<file path="config.mk">
export PLATFORM = sky130hd
export DESIGN_NAME = dlsc_sp605_ch7301c_init
export DESIGN_NICKNAME = d
export VERILOG_FILES = /design/src/rtl/dlsc_sp605_ch7301c_init.sv
export SDC_FILE = /design/constraint.sdc
export NUM_CORES = 1
export LEC_CHECK = 0
export BUFFER_PORTS_ARGS = -buffer_cell sky130_fd_sc_hd__buf_2
export CORE_ASPECT_RATIO = 0.7
export CORE_MARGIN = 5
export CORE_UTILIZATION = 56
export DETAILED_ROUTE_END_ITERATION = 16
export PLACE_DENSITY = 0.76
export SYNTH_ARGS = -nofsm -noshare
export SYNTH_HDL_FRONTEND = slang
export SYNTH_SLANG_ARGS = --single-unit
</file>
<file path="constraint.sdc">
create_clock -name clk -period 2 [get_ports clk]
set_clock_uncertainty 0.1 [all_clocks]
set_input_delay 0.4 -clock clk [delete_from_list [all_inputs] [get_ports clk]]
set_output_delay 0.4 -clock clk [all_outputs]
set_load 0.1 [all_outputs]
</file>
<file path="src/rtl/dlsc_sp605_ch7301c_init.sv">
// rtl/dlsc_sp605_ch7301c_init.sv - SP605 CH7301C DVI transmitter I2C register init sequencer
// Optional feature macro: DLSC_CH7301C_RETRY_EN (retry a NACKed write up to 3 times before ERR)
module dlsc_sp605_ch7301c_init #(
  parameter int         CLK_DIV    = 125,
  parameter int         INIT_DELAY = 50000,
  parameter logic [6:0] DEV_ADDR   = 7'h76
) (
  input  logic clk,
  input  logic rst,
  output logic scl_oe,
  output logic sda_oe,
  input  logic sda_in,
  output logic done,
  output logic error,
  output logic px_en
);

  localparam int QW = (CLK_DIV > 1) ? $clog2(CLK_DIV) : 1;
  localparam int DW = (INIT_DELAY > 1) ? $clog2(INIT_DELAY) : 1;
  localparam logic [QW-1:0] Q_LAST = QW'(CLK_DIV - 1);
  localparam logic [DW-1:0] D_LAST = DW'(INIT_DELAY - 1);

  typedef enum logic [2:0] {
    S_WAIT, S_START, S_SHIFT, S_ACK, S_STOP, S_GAP, S_DONE, S_ERR
  } state_t;

  state_t          state, state_nx;
  logic [DW-1:0]   wait_cnt;
  logic [QW-1:0]   qcnt;       // clk cycle within the current quarter
  logic [1:0]      quarter;    // quarter within the current bit/START/STOP/GAP
  logic [3:0]      bit_cnt;    // 0..7 data bits, 8 while in the ACK slot
  logic [1:0]      byte_idx;   // 0 = address, 1 = register, 2 = data
  logic [2:0]      entry;
  logic            nacked;     // slave answered NACK in this write
  logic            can_retry;
  logic            q_end, phase_end;
  logic [15:0]     wr_word;
  logic [7:0]      cur_byte;
  logic            cur_bit;

  assign q_end     = (qcnt == Q_LAST);
  assign phase_end = q_end && (quarter == 2'd3);

`ifdef DLSC_CH7301C_RETRY_EN
  logic [1:0] retry_cnt;
  assign can_retry = (retry_cnt != 2'd3);

  // Retries spent on the current entry; cleared once the entry is acknowledged
  always_ff @(posedge clk or posedge rst) begin
    if (rst) begin
      retry_cnt <= 2'd0;
    end else if (state == S_GAP && phase_end) begin
      retry_cnt <= nacked ? retry_cnt + 2'd1 : 2'd0;
    end
  end
`else
  assign can_retry = 1'b0;
`endif

  // Fixed {reg, data} write table for the CH7301C bring-up
  always_comb begin
    wr_word = 16'h0000;
    case (entry)
      3'd0: wr_word = 16'h1C00;
      3'd1: wr_word = 16'h1D45;
      3'd2: wr_word = 16'h1F80;
      3'd3: wr_word = 16'h2109;
      3'd4: wr_word = 16'h3308;
      3'd5: wr_word = 16'h3416;
      3'd6: wr_word = 16'h3660;
      3'd7: wr_word = 16'h49C0;
      default: wr_word = 16'h0000;
    endcase
  end

  // Pick the byte on the wire and its current MSB-first bit
  always_comb begin
    cur_byte = {DEV_ADDR, 1'b0};
    if (byte_idx == 2'd1) cur_byte = wr_word[15:8];
    else if (byte_idx == 2'd2) cur_byte = wr_word[7:0];
  end
  assign cur_bit = cur_byte[3'd7 - bit_cnt[2:0]];

  // State register
  always_ff @(posedge clk or posedge rst) begin
    if (rst) state <= S_WAIT;
    else     state <= state_nx;
  end

  // Timing counters, byte/bit/entry sequencing and ACK sampling
  always_ff @(posedge clk or posedge rst) begin
    if (rst) begin
      wait_cnt <= '0;
      qcnt     <= '0;
      quarter  <= 2'd0;
      bit_cnt  <= 4'd0;
      byte_idx <= 2'd0;
      entry    <= 3'd0;
      nacked   <= 1'b0;
    end else begin
      if (state == S_WAIT) wait_cnt <= wait_cnt + 1'b1;

      if (state inside {S_WAIT, S_DONE, S_ERR}) begin
        qcnt    <= '0;
        quarter <= 2'd0;
      end else if (q_end) begin
        qcnt    <= '0;
        quarter <= quarter + 2'd1;
      end else begin
        qcnt <= qcnt + 1'b1;
      end

      if (phase_end) begin
        case (state)
          S_START: begin
            bit_cnt  <= 4'd0;
            byte_idx <= 2'd0;
          end
          S_SHIFT: bit_cnt <= bit_cnt + 4'd1;
          S_ACK: begin
            bit_cnt  <= 4'd0;
            byte_idx <= byte_idx + 2'd1;
          end
          S_GAP: if (!nacked && entry != 3'd7) entry <= entry + 3'd1;
          default: ;
        endcase
      end

      if (state == S_START) nacked <= 1'b0;
      else if (state == S_ACK && quarter == 2'd2 && q_end) nacked <= sda_in;
    end
  end

  // Next state and bus drive for each quarter of START/bit/ACK/STOP
  always_comb begin
    state_nx = state;
    scl_oe   = 1'b0;
    sda_oe   = 1'b0;
    case (state)
      S_WAIT: if (wait_cnt == D_LAST) state_nx = S_START;
      S_START: begin
        sda_oe = quarter[1];
        if (phase_end) state_nx = S_SHIFT;
      end
      S_SHIFT: begin
        scl_oe = (quarter == 2'd0) || (quarter == 2'd3);
        sda_oe = ~cur_bit;
        if (phase_end && bit_cnt == 4'd7) state_nx = S_ACK;
      end
      S_ACK: begin
        scl_oe = (quarter == 2'd0) || (quarter == 2'd3);
        if (phase_end) state_nx = (nacked || byte_idx == 2'd2) ? S_STOP : S_SHIFT;
      end
      S_STOP: begin
        scl_oe = (quarter == 2'd0);
        sda_oe = ~quarter[1];
        if (phase_end) state_nx = (nacked && !can_retry) ? S_ERR : S_GAP;
      end
      S_GAP: if (phase_end) state_nx = (!nacked && entry == 3'd7) ? S_DONE : S_START;
      S_DONE, S_ERR: ;
      default: state_nx = S_WAIT;
    endcase
  end

  assign done  = (state == S_DONE);
  assign error = (state == S_ERR);
  assign px_en = done;

endmodule

</file>
### Word-level counts from Yosys, hierarchy flattened

Memory sizes are Yosys's and may differ from the RTL's.
Index checks and enable logic that the tools add are counted.

* word-level logic and storage cells: 88
* memories kept: 1
* output and inout port bits: 5
* ROM bits: 120
* input bits: 3
* register bits after elaboration: 38

* bitwise logic cells: 2
* magnitude comparators: 1
* reduce and logical (&&, ||, !) cells: 23
* $add $sub $neg: 7
* equality and inequality tests: 22
* muxes and demuxes: 24

Memories
* (no name shown): depth 8, width 15, read ports 1, clocked after memory_dff 0, write ports 0, line 63 `case (entry)`

Operators with widths (count)
* 3-bit 2-to-1 mux: 8
* 3-bit case mux with 6 select lines: 1
* 16-bit by 1-bit adder with 16-bit output, second input constant: 1
* 16-bit == test, second input constant: 1
* 8-bit 2-to-1 mux: 2
* 3-bit == test, second input constant: 5
* 7-bit 2-to-1 mux: 2
* 2-bit inequality test, second input constant: 5
* 4-bit case mux with 2 select lines: 1
* 2-bit nonzero test: 4
* 7-bit by 1-bit adder with 7-bit output, second input constant: 1
* 7-bit == test, second input constant: 1
* 7-bit AND reduction: 1
* 2-bit == test, second input constant: 3
* 3-bit by 2-bit == test with 1-bit output, second input constant: 2
* 1-bit logical AND: 6
* 2-bit 2-to-1 mux: 3
* 6-bit nonzero test: 1
* 2-bit by 1-bit adder with 2-bit output, second input constant: 2
* 4-bit by 1-bit adder with 4-bit output, second input constant: 1
* 4-bit by 3-bit == test with 1-bit output, second input constant: 1
* 3-bit by 4-bit < comparator with 1-bit output, second input constant: 1
* 2-bit case mux with 2 select lines: 1
* 2-bit AND reduction: 2
* other kinds (18): 23

### Logic depth before layout (Yosys ltp)

Gate-level depths: netlist of the first run.

* depth after elaboration: 7
* gate-level depth with buffers: 8
* gate-level depth less buffers: 8

### Worst setup path before layout of the first run

No wires, ideal clock.

* path type: reg2out
* start: reg state[1]
* end: out px_en
* path buffers: 3
* data required time: 1.500 ns
* stages on the path, launching flop included: 6
* arrival: 3.632 ns
* slack: -2.132 ns
* path through: dfrtp_1 -> buf_6 -> clkbuf_1 -> inv_1 -> nor3_1 -> buf_4

* word-level cells in the longest chain between the ends: 1

RTL lines
* from (decl): line 27 `state_t state, state_nx;`
* from (signal assigned): line 87 `else state <= state_nx;`
* 3-bit == test: line 165 `assign done = (state == S_DONE);`
* to (decl): line 15 `output logic px_en`

No other way between the ends.

### Worst setup path in the final report of the first run

* start: reg byte_idx[0]
* end: out sda_oe

* word-level cells in the longest chain between the ends: 7
* elaborated cells between the ends (all ways): 8
* those cells by class: eq/ne (2); mux (5); bitwise (1)

RTL lines
* from (decl): line 32 `logic [1:0] byte_idx;`
* from (signal assigned): line 122 `byte_idx <= byte_idx + 2'd1;`
* 2-bit == test: line 80 `else if (byte_idx == 2'd2) cur_byte = wr_word[7:0];`
* 8-bit 2-to-1 mux: line 80
* 8-bit 2-to-1 mux (*): line 79 `if (byte_idx == 2'd1) cur_byte = wr_word[15:8];`
* 1-bit binary-select mux with 3-bit select (*): line 82 `assign cur_bit = cur_byte[3'd7 - bit_cnt[2:0]];`
* 1-bit 2-to-1 mux (implied by the code) (*): line 82
* 1-bit inverter (*): line 147 `sda_oe = ~cur_bit;`
* 1-bit case mux with 3 select lines (*): line 139 `case (state)`
* to (decl): line 11 `output logic sda_oe,`

Every way passes the cells marked *; elsewhere a longest branch is shown, timed or not. The select of a mux whose other input is x is not followed.

==> impl_results.md, run 1 <==
* ANT nets after route at 0
* Clock power frac at a little under two fifths
* Sw Ratio at 21.34%
* CP max stage delay at about 0.42 ns
* Fin crit period at around 2.6 ns
* Comb pwr share at 1.6%
* Full die area at about 5600 sq um
* Switching Power at 0.2732 mW
* Non-Filler Instances at 364
* I/O Pins at 8
* Cells after DPL at 340
* RSZ-0062 raised after global routing: yes
* CTS Buffer Depth at 2
* Largest net degree at the start of global routing at 27
* Detailed Place HPWL at 3939 microns
* Most common cell in the netlist: dfrtp_1
* CP most frequent cell: buf_6
* Worst Path Arrival at 2.14 ns
* Fin crit share at 131.8%
* Final nets at around 330
* P_int at 1.007 mW
* Total grt overflow at 0
* Pleak at approximately 1.4 nW
* Yosys reg bits at 38
* Worst Setup Start Kind: flip-flop
* Chip width at around 90 microns
* Hold crit path type: in2async
* Yosys top cell by area: dfrtp_1
* Share of post-route cells with drive strength above 1 at between 30% and 40%
* Yosys warns at 0
* Mapped cell area at 2362 sq um
* Top_reg_cell synth: dfrtp_1
* Reg power frac at 60.0%
* Drt initial violations at between 100 and 150
* Max-Slew Margin vs Limit at 61.87%
* Worst setup EP type: output pin
* Post-synth EDFFs at 0
* Antenna Cells at 0
* Worst Path Max Fanout at 5
* IO Port Bufs at 7
* Slew Limit Fails at 0
* Site row count at 19
* Sequential area share after synthesis at 40.25%
* CTS tree: yes
* CTS HTree Levels at 2
* Avg WL per Cell at 17.06 microns
* Status: finished with violations
* Worst flop-to-flop path endpoint: state[2]
* Reg-to-reg startpoint: state[2]
* Number of library cell types mapped by synthesis at 45
* DRT Wirelength at 6210 microns
* Global-route wire length before repair at 9328 microns
* Crit-path slowest cell: dfrtp_1
* Clock root buffer: clkbuf_8
* Maximum clock rate at 0.3795 GHz
* Critical path required time at 1.50 ns
* Mapped Nets at roughly 270
* Die H at 64.34 microns
* Clk_lat worst skew at 0.28 ns
* Drt drc at 0
* Syn avg cell area at 9.411 sq um
* Total track usage at 20.76%
* Sink Count at 38
* Initial cell density of the core at just under 60%
* Area Growth Syn to Fin at 41.31%
* Vias in the first global route at 1961
* Slew @ Worst Pin at between 0.5 and 0.6 ns
* Setup TNS at -0.7188 ns
* Via count at ~2100
* Gate Count Post-Synth at 251
* Final hold violations at 0
* CTS Buf Count at 5
* Post-cts hold buffer count at 0
* TritonRoute pass-1 iters at 4
* Violated checks: setup timing
* Gp weighted congestion at 0.8459
* VDD IR max at 463.9 uV
* Vias per cell at around 5.9
* Crit Path Class: reg2out
* Final Setup Violations at 3
* Power per cell area at 383.5 nW/um^2
* Antenna violations before repair at 0
* Path depth of the worst reg2reg path at 6
* Top-area cell type share of the netlist area at 40.25%
* Worst-path clk slew at approximately 0.07 ns
* Reg2reg setup slack at -0.05 ns
* Core ar. at 3994 sq um
* Top cell types by occurrence after synthesis: dfrtp_1, nand2_1, nor2_1
* Worst Slack Setup Final at -0.6350 ns
* Async SR Flop Fraction at 100.0%
* Maxcap violations at 0
* Cell Chain, Critical Path: buf_6 -> ha_4 -> buf_6 -> buf_4 -> nand4b_1 -> nand3_1 -> o211ai_1 -> o22ai_4 -> buf_12
* Area contributors post-synth: dfrtp_1, ha_1, xnor2_1
## logic make-up after synthesis
logic type / share of synthesized area, %
AOI/OAI and AO/OA: 12.50
xor gates and xnor gates: 8.527
adders and majority gates: 9.534
buffers and inverters: 4.502
DFF: 40.25
muxes: 3.125
and+or+nand+nor: 21.56
## per-stage QoR
stage                     total power, mW  worst slack [ns]  area (sq um)  hold WS, ns  utilization (%)
final                               1.280           -0.6350          3338      0.06242            83.58
after detailed placement           0.8045           -0.3459          2883       0.3600            72.18
after CTS                           1.287           -0.5799          3082      0.06240            77.16
after floorplan                    0.7942           -0.3336          2479       0.3378                -
after global routing                1.335           -0.6950          3338       0.1081            83.58
after global placement             0.8046           -0.2588          2883       0.3571            72.18
## final cells by class
| type | count | area [sq um] |
|---|---|---|
| Sequential cell | 38 | 959.7 |
| Fill cell | 212 | 655.6 |
| Multi-Input combinational cell | 188 | 1585 |
| Tap cell | 52 | 65.06 |
| Inverter | 16 | 65.06 |
| Timing Repair Buffer | 63 | 584.3 |
| Clock buffer | 5 | 68.82 |
| Clock inverter | 2 | 10.01 |
## metal layers
metal  GRT usage (%)  part of all wire, %  vias to the layer above
li1                -                    -                     1008
met1           30.69                   44                     1050
met2           31.20                   48                       76
met3           3.851                  6.7                       13
met4           5.364                  1.4                        0
met5               0                    0                        -
## worst max-delay path by stage
stage,from,to,slack [ns],cells after the start
after floorplan,state[2],px_en,-0.33,4
after global placement,byte_idx[1],sda_oe,-0.26,9
after detailed placement,byte_idx[1],sda_oe,-0.35,8
after CTS,byte_idx[1],sda_oe,-0.58,7
after global routing,entry[0],sda_oe,-0.69,9
final,byte_idx[0],sda_oe,-0.64,9
## registers in the layout, indices dropped and copies added (netlist names)
register,cells
wait_cnt,16
qcnt,7
bit_cnt,4
entry,3
state,3
byte_idx,2
quarter,2
nacked,1
## power groups by stage
stage / clock [mW] / combinational (mW) / sequential [mW]
after floorplan: 0 / 0.0113 / 0.783
after detailed placement: 0 / 0.0217 / 0.783
final: 0.491 / 0.0211 / 0.768
after CTS: 0.497 / 0.0219 / 0.768
after global placement: 0 / 0.0218 / 0.783
after global routing: 0.542 / 0.0248 / 0.767
## cells in the final DEF (no fill, tap or decap), types with 2 or more instances in the layout
| cell | count |
|---|---|
| xor2_1 | 7 |
| mux2_4 | 2 |
| mux2i_1 | 3 |
| o21ai_0 | 15 |
| nand3_1 | 13 |
| and3_1 | 3 |
| nand4_1 | 7 |
| buf_12 | 6 |
| nand2b_1 | 4 |
| nor4b_1 | 2 |
| inv_1 | 9 |
| dfrtp_2 | 7 |
| a21oi_2 | 3 |
| clkinv_2 | 2 |
| xnor2_1 | 16 |
| buf_2 | 2 |
| and2_1 | 3 |
| a311oi_2 | 3 |
| inv_4 | 2 |
| a21oi_1 | 9 |
| and4_1 | 2 |
| ha_1 | 6 |
| nor3_4 | 3 |
| clkbuf_8 | 5 |
| and3b_1 | 2 |
| nand3b_1 | 3 |
| nand4b_1 | 2 |
| buf_4 | 45 |
| buf_6 | 9 |
| a21oi_4 | 2 |
| o211ai_1 | 3 |
| ha_4 | 10 |
| ha_2 | 2 |
| nor2_1 | 17 |
| dfrtp_1 | 31 |
| inv_2 | 5 |
| nand2_1 | 19 |
## worst max-delay path, delay by kind of cell, from the launching register on
kind / cells / cell delay, ns
buf+inv: 4 / 0.59
compound gates: 2 / 0.33
simple gates: 2 / 0.32
flops: 1 / 0.42
fa+ha+maj: 1 / 0.18
## timing repair
item                                    in CTS  in global routing
gates cloned                                 0                  0
endpoints found under the setup margin       6                 13
pin swaps                                    7                 17
resized for setup                           13                 46
buffers inserted                             9                  8
No activity file was read; power rests on OpenSTA's default activity.
==> run 2, diff against run 1 <==
--- a/config.mk
+++ b/config.mk
@@ -8,9 +8,11 @@
 export BUFFER_PORTS_ARGS = -buffer_cell sky130_fd_sc_hd__buf_2
 export CORE_ASPECT_RATIO = 0.7
 export CORE_MARGIN = 5
-export CORE_UTILIZATION = 56
+export CORE_UTILIZATION = 65
 export DETAILED_ROUTE_END_ITERATION = 16
-export PLACE_DENSITY = 0.76
+export MAX_ROUTING_LAYER = met4
+export PLACE_DENSITY = 0.83
 export SYNTH_ARGS = -nofsm -noshare
 export SYNTH_HDL_FRONTEND = slang
 export SYNTH_SLANG_ARGS = --single-unit
+export TNS_END_PERCENT = 50
==> constraint.sdc (replaced) <==
create_clock -name clk -period 3.36 [get_ports clk]
set_clock_uncertainty 0.1 [all_clocks]
set_input_delay 0.672 -clock clk [delete_from_list [all_inputs] [get_ports clk]]
set_output_delay 0.672 -clock clk [all_outputs]
set_load 0.1 [all_outputs]
==> impl_results.md, run 2 (synthesis results as in run 1) <==
* Chip width at 82.06 microns (-6.4%)
* Placed Instance Area at 2446 sq um (-15%)
* I/O Pins at 8 (unchanged)
* Via count at 1868 (-13%)
* Post-cts hold buffer count at 0 (unchanged)
* Fin crit period at 3.151 ns
* Worst Path Arrival at 2.38 ns (+0.24 ns)
* Worst Setup Start Kind: flip-flop
* Sink Count at 38 (unchanged)
* Antenna Cells at 0 (unchanged)
* Site row count at 18 (-1)
* TritonRoute pass-1 iters at 5 (+1)
* Slew Limit Fails at 0 (unchanged)
* Core ar. at 3513 sq um (-12%)
* Total track usage at 23.00% (+2.2 points)
* Share of post-route cells with drive strength above 1 at 10.38% (-29 points)
* Leading registers by flop count: wait_cnt x16, qcnt x7, bit_cnt x4
* Power per cell area at 311.8 nW/um^2 (-19%)
* Final Setup Violations at 0 (-3)
* Crit Path Class: reg2out
* Status: complete, no violations
* Final hold slack at 0.3818 ns (+0.3194 ns)
* Fin crit share at between 90% and 100%
* RSZ-0062 raised after global routing: no
* Final hold violations at 0 (unchanged)
* Area Growth Syn to Fin at 7.574%
* Worst-path clk slew at 0.08 ns (about the same)
* Critical path required time at 2.59 ns (+1.09 ns)
* Post-CTS sizing at 0 (-13)
* Most frequent cells in the layout: dfrtp_1, nand2_1, nor2_1, ha_1
* Detailed Place HPWL at 3522 microns (-11%)
* CTS Buffer Depth at 2 (unchanged)
* Most flops, register: wait_cnt
* ANT nets after route at 0 (unchanged)
* Antenna violations before repair at 0 (unchanged)
* Hold crit path type: in2async
* Avg WL per Cell at 15.64 microns (-8.3%)
* Final instance area at 2541 sq um (-24%)
* Max FFs per register at 16 (unchanged)
* Worst setup EP type: output pin
* Clk_lat worst skew at 0.29 ns (about the same)
* CTS HTree Levels at 2 (unchanged)
* VDD IR max at 258.4 uV (-44%)
* CTS Buf Count at 5 (unchanged)
* Global-route wire length before repair at 8204 microns (-12%)
* CTS tree: yes
* Cell Chain, Critical Path: inv_1 -> ha_1 -> mux2i_1 -> nand2_1 -> a311oi_1 -> nor4b_1 -> o22ai_1 -> buf_2
* DRT Wirelength at 4849 microns (-22%)
* CP max stage delay at 0.45 ns (+0.03 ns)
* Maximum clock rate at 0.3173 GHz
* Gp weighted congestion at 0.9003 (+6.4%)
* Drt drc at 0 (unchanged)
* Postcts setup bufs at 0 (-9)
* Clock root buffer: clkbuf_8
* Non-Filler Instances at 310 (-15%)
* Drt initial violations at 143 (+17%)
* IO Port Bufs at 7 (unchanged)
* Slew @ Worst Pin at 0.5724 ns (+0.001100 ns)
* Worst Slack Setup Final at 0.2088 ns (+0.8438 ns)
* Total grt overflow at 0 (unchanged)
* Max-Slew Margin vs Limit at 61.52% (-0.35 points)
* Initial cell density of the core at 67.24% (+8.1 points)
* Commonest non-fill, non-tap cell in the layout: dfrtp_1
* Full die area at 4959 sq um (-12%)
* Vias in the first global route at 1674 (-15%)
* Vias per cell at 6.026 (+2.2%)
* Cells after DPL at 302 (-11%)
* Pleak at 1.076 nW (-23%)
* Final nets at 280 (-16%)
* Worst Path Max Fanout at 5 (unchanged)
* Maxcap violations at 0 (unchanged)
* Pre-CTS setup slack at 0.5658 ns (+0.9117 ns)
* Crit-path slowest cell: buf_2
* Largest net degree at the start of global routing at 39 (+44%)
* Die H at 60.44 microns (-6.1%)
* Reg2reg setup slack at 0.95 ns (+1.00 ns)
==> run 2: area by class of cell <==
class,count,area [sq um]
Sequential cell,38,950.9
Tap cell,50,62.56
Timing Repair Buffer,10,57.56
Clock inverter,2,12.51
Multi-Input combinational cell,188,1315
Clock buffer,6,82.58
Fill cell,251,972.2
Inverter,16,60.06
==> run 2: worst paths after layout <==
kind	end	startpoint	cells after the start
worst min register to register	wait_cnt[12]	wait_cnt[12]	1
worst max register to register	state[0]	state[1]	6
worst min-delay path	nacked	rst	3
min in group clk	wait_cnt[12]	wait_cnt[12]	1
worst max-delay path	sda_oe	entry[0]	8
max in group asynchronous	qcnt[4]	rst	3
==> run 2: per-layer routing <==
metal | vias up | GRT usage [%] | share of wire, %
met5 | - | - | 0
met4 | 0 | 6.872 | 0.82
met3 | 4 | 7.270 | 9.6
met2 | 79 | 29.80 | 40
met1 | 882 | 33.97 | 49
li1 | 903 | - | -
==> run 2: critical path: cells and delay by family, from the launching register on <==
kind                       cells  cell delay, ns
muxes                          1            0.15
adders and majority gates      1            0.36
DFF                            1            0.42
buffers and inverters          2            0.56
AOI/OAI and AO/OA              2            0.43
and+or+nand+nor                2            0.18
==> run 2: power by group <==
group | switching, mW | internal (mW)
sequential | 0 | 0.457
clock | 0.160 | 0.165
combinational | 0.00892 | 0.00167
==> run 2: through the flow <==
step,power (mW),utilization [%],setup TNS [ns]
2_1_floorplan,0.4727,-,-0.3244
3_3_place_gp,0.4770,69.62,0
3_5_place_dp,0.4773,69.62,0
4_1_cts,0.7992,72.33,0
5_1_grt,0.8214,72.33,0
6_report,0.7925,72.33,0
==> run 3, diff against run 2 <==
--- a/config.mk
+++ b/config.mk
@@ -5,13 +5,16 @@
 export SDC_FILE = /design/constraint.sdc
 export NUM_CORES = 1
 export LEC_CHECK = 0
+export ABC_AREA = 1
 export BUFFER_PORTS_ARGS = -buffer_cell sky130_fd_sc_hd__buf_2
+export CELL_PAD_IN_SITES_DETAIL_PLACEMENT = 1
+export CELL_PAD_IN_SITES_GLOBAL_PLACEMENT = 1
 export CORE_ASPECT_RATIO = 0.7
 export CORE_MARGIN = 5
-export CORE_UTILIZATION = 65
+export CORE_UTILIZATION = 50
 export DETAILED_ROUTE_END_ITERATION = 16
 export MAX_ROUTING_LAYER = met4
-export PLACE_DENSITY = 0.83
+export PLACE_DENSITY_LB_ADDON = 0.1
 export SYNTH_ARGS = -nofsm -noshare
 export SYNTH_HDL_FRONTEND = slang
 export SYNTH_SLANG_ARGS = --single-unit
==> impl_results.md, run 3 <==
* Status: complete, no violations
* Bufs and invs on worst path at 2 (unchanged)
* CTS Buffer Depth at 2 (unchanged)
* Yosys warns at 0 (unchanged)
* Mapped Nets at 341 (+25%)
* Maximum clock rate at 0.3296 GHz (+3.9%)
* Worst setup EP type: output pin
* Syn avg cell area at 7.699 sq um (-18%)
* Overall Power at 0.7715 mW (-2.6%)
* Post-cts hold buffer count at 0 (unchanged)
* Worst Path Max Fanout at 12 (+7)
* Final nets at 354 (+26%)
* Die H at 68.73 microns (+14%)
* TritonRoute pass-1 iters at 4 (-1)
* Via count at 2050 (+9.7%)
* Area Growth Syn to Fin at 7.923%
* I/O Pins at 8 (unchanged)
* Initial cell density of the core at 51.52% (-16 points)
* Max FFs per register at 16 (unchanged)
* Post-synth EDFFs at 0 (unchanged)
* Setup TNS at 0 ns (unchanged)
* CTS tree: yes
* Share of post-route cells with drive strength above 1 at 11.71% (+1.3 points)
* Path depth of the worst reg2reg path at 8 (+2)
* Crit path max-delay family: buffers and inverters
* Chip width at 93.90 microns (+14%)
* Post-CTS sizing at 0 (unchanged)
* Cell Chain, Critical Path: inv_1 -> ha_1 -> nor2_1 -> nand2_1 -> a21oi_1 -> nor2_1 -> nand2_1 -> nand3_1 -> nand2_1 -> buf_2
* Most frequent cells in the layout: nand2_1, inv_1, dfrtp_1, nor2_1, nand3_1
* WP depth at 10 (+2)
* Fin crit share at 90.28% (-3.5 points)
* DRT Wirelength at 5647 microns (+16%)
* Final Setup Violations at 0 (unchanged)
* Antenna violations before repair at 0 (unchanged)
* Final hold violations at 0 (unchanged)
* Leading registers by flop count: wait_cnt x16, qcnt x7, bit_cnt x4
* Gate Count Post-Synth at 320 (+27%)
* Critical path required time at 2.59 ns (about the same)
* Vias per cell at 5.100 (-15%)
* Maxcap violations at 0 (unchanged)
* Sink Count at 38 (unchanged)
* Slew @ Worst Pin at 0.5154 ns (-0.05702 ns)
* CTS Buf Count at 5 (unchanged)
* Worst-path clk slew at 0.08 ns (about the same)
* Gp weighted congestion at 0.9247 (+2.7%)
* Reg2reg setup slack at 1.64 ns (+0.69 ns)
* Largest net degree at the start of global routing at 26 (-33%)
* Avg WL per Cell at 14.05 microns (-10%)
* Top cell types by occurrence after synthesis: nand2_1, inv_1, dfrtp_1
* Detailed Place HPWL at 4458 microns (+27%)
* RSZ-0062 raised after global routing: no
* Yosys reg bits at 38 (unchanged)
* Yosys top cell by area: dfrtp_1
* Drt drc at 0 (unchanged)
* Global-route wire length before repair at 9715 microns (+18%)
* Most flops, register: wait_cnt
* Pleak at 1.230 nW (+14%)
* Total grt overflow at 0 (unchanged)
* Crit-path slowest cell: dfrtp_1
* IO Port Bufs at 7 (unchanged)
* Max-Slew Margin vs Limit at 65.60% (+4.1 points)
* Antenna Cells at 0 (unchanged)
* Top-area cell type share of the netlist area at 38.60% (-1.7 points)
* Mapped cell area at 2464 sq um (+4.3%)
* CP most frequent cell: nand2_1
* Fill cells at 643 (+160%)
* Number of library cell types mapped by synthesis at 31 (-31%)
* Clock root buffer: clkbuf_8
* Worst Setup Start Kind: flip-flop
* Slew Limit Fails at 0 (unchanged)
* Sequential area share after synthesis at 38.60% (-1.7 points)
* VDD IR max at 195.8 uV (-24%)
* Most common cell in the netlist: nand2_1
* Async SR Flop Fraction at 100.0% (unchanged)
* Commonest non-fill, non-tap cell in the layout: nand2_1
* Worst Path Arrival at 2.26 ns (-0.12 ns)
* Area occupied by multi-input gates at 1320 sq um (+0.38%)
* Area contributors post-synth: dfrtp_1, nand2_1, ha_1
* Total track usage at 19.97% (-3.0 points)
* Site row count at 21 (+3)
* Core ar. at 4782 sq um (+36%)
* Vias in the first global route at 2111 (+26%)
* Top_reg_cell synth: dfrtp_1
* Fin crit period at 3.034 ns (-0.1177 ns)
* CTS HTree Levels at 2 (unchanged)
* Full die area at 6454 sq um (+30%)
* ANT nets after route at 0 (unchanged)
* Postcts setup bufs at 0 (unchanged)
* Power per cell area at 290.2 nW/um^2 (-7.0%)
* Clk_lat worst skew at 0.29 ns (about the same)
* CP max stage delay at 0.55 ns (+0.10 ns)
* Hold crit path type: in2async
* Drt initial violations at 35 (-76%)
* Crit Path Class: reg2out
* FF/Latch Area at 950.9 sq um (unchanged)
run 3: cell types whose count changed after synthesis, moves of 5 or more:
cell / delta
xnor2_1: -11
nor2_1: +9
inv_1: +29
clkbuf_1: -6
nor2_4: +5
nand3_1: +12
nand2_1: +62
nor2_2: +5
run 3: through the flow:
stage / instance area, sq um / setup slack, ns / instances / util (%) / hold slack [ns]
after detailed placement: 2580 / 0.6559 / 395 / 53.95 / 0.3708
after CTS: 2659 / 0.3180 / 402 / 55.60 / 0.3115
after global routing: 2659 / 0.1428 / 402 / 55.60 / 0.3475
after global placement: 2580 / 0.6944 / 395 / 53.95 / 0.3629
final: 2659 / 0.3265 / 402 / 55.60 / 0.2965
after floorplan: 2464 / 0.1799 / 320 / - / 0.3451
run 3: worst paths after layout:
kind	start	end
min reg2reg	wait_cnt[15]	wait_cnt[15]
min	rst	wait_cnt[9]
min in group clk	wait_cnt[15]	wait_cnt[15]
max in group asynchronous	rst	state[1]
max reg2reg	state[2]	wait_cnt[13]
max	entry[2]	sda_oe
run 3: routing by layer:
| layer | share of wire, % | GRT usage [%] | up-vias |
|---|---|---|---|
| li1 | - | - | 1042 |
| met1 | 54 | 27.04 | 979 |
| met2 | 42 | 31.65 | 22 |
| met3 | 3.2 | 3.254 | 7 |
| met4 | 1.0 | 5.045 | 0 |
| met5 | 0 | - | - |
run 3: cell type report:
cell class | instances | share of cell area [%]
Sequential cell | 38 | 35.76
Multi-Input combinational cell | 232 | 49.65
Inverter | 48 | 6.776
Tap cell | 69 | 3.247
Timing Repair Buffer | 8 | 1.600
Clock buffer | 5 | 2.588
Clock inverter | 2 | 0.3765
run 3: logic make-up after synthesis:
kind of cell | synth area share (%)
DFF | 38.60
xor gates and xnor gates | 4.622
and+or+nand+nor | 32.30
adders and majority gates | 9.142
AOI/OAI and AO/OA | 7.517
buffers and inverters | 7.821
run 3: power breakdown:
part	switching, mW	internal (mW)
sequential	0	0.457
combinational	0.00924	0.00163
clock	0.164	0.139
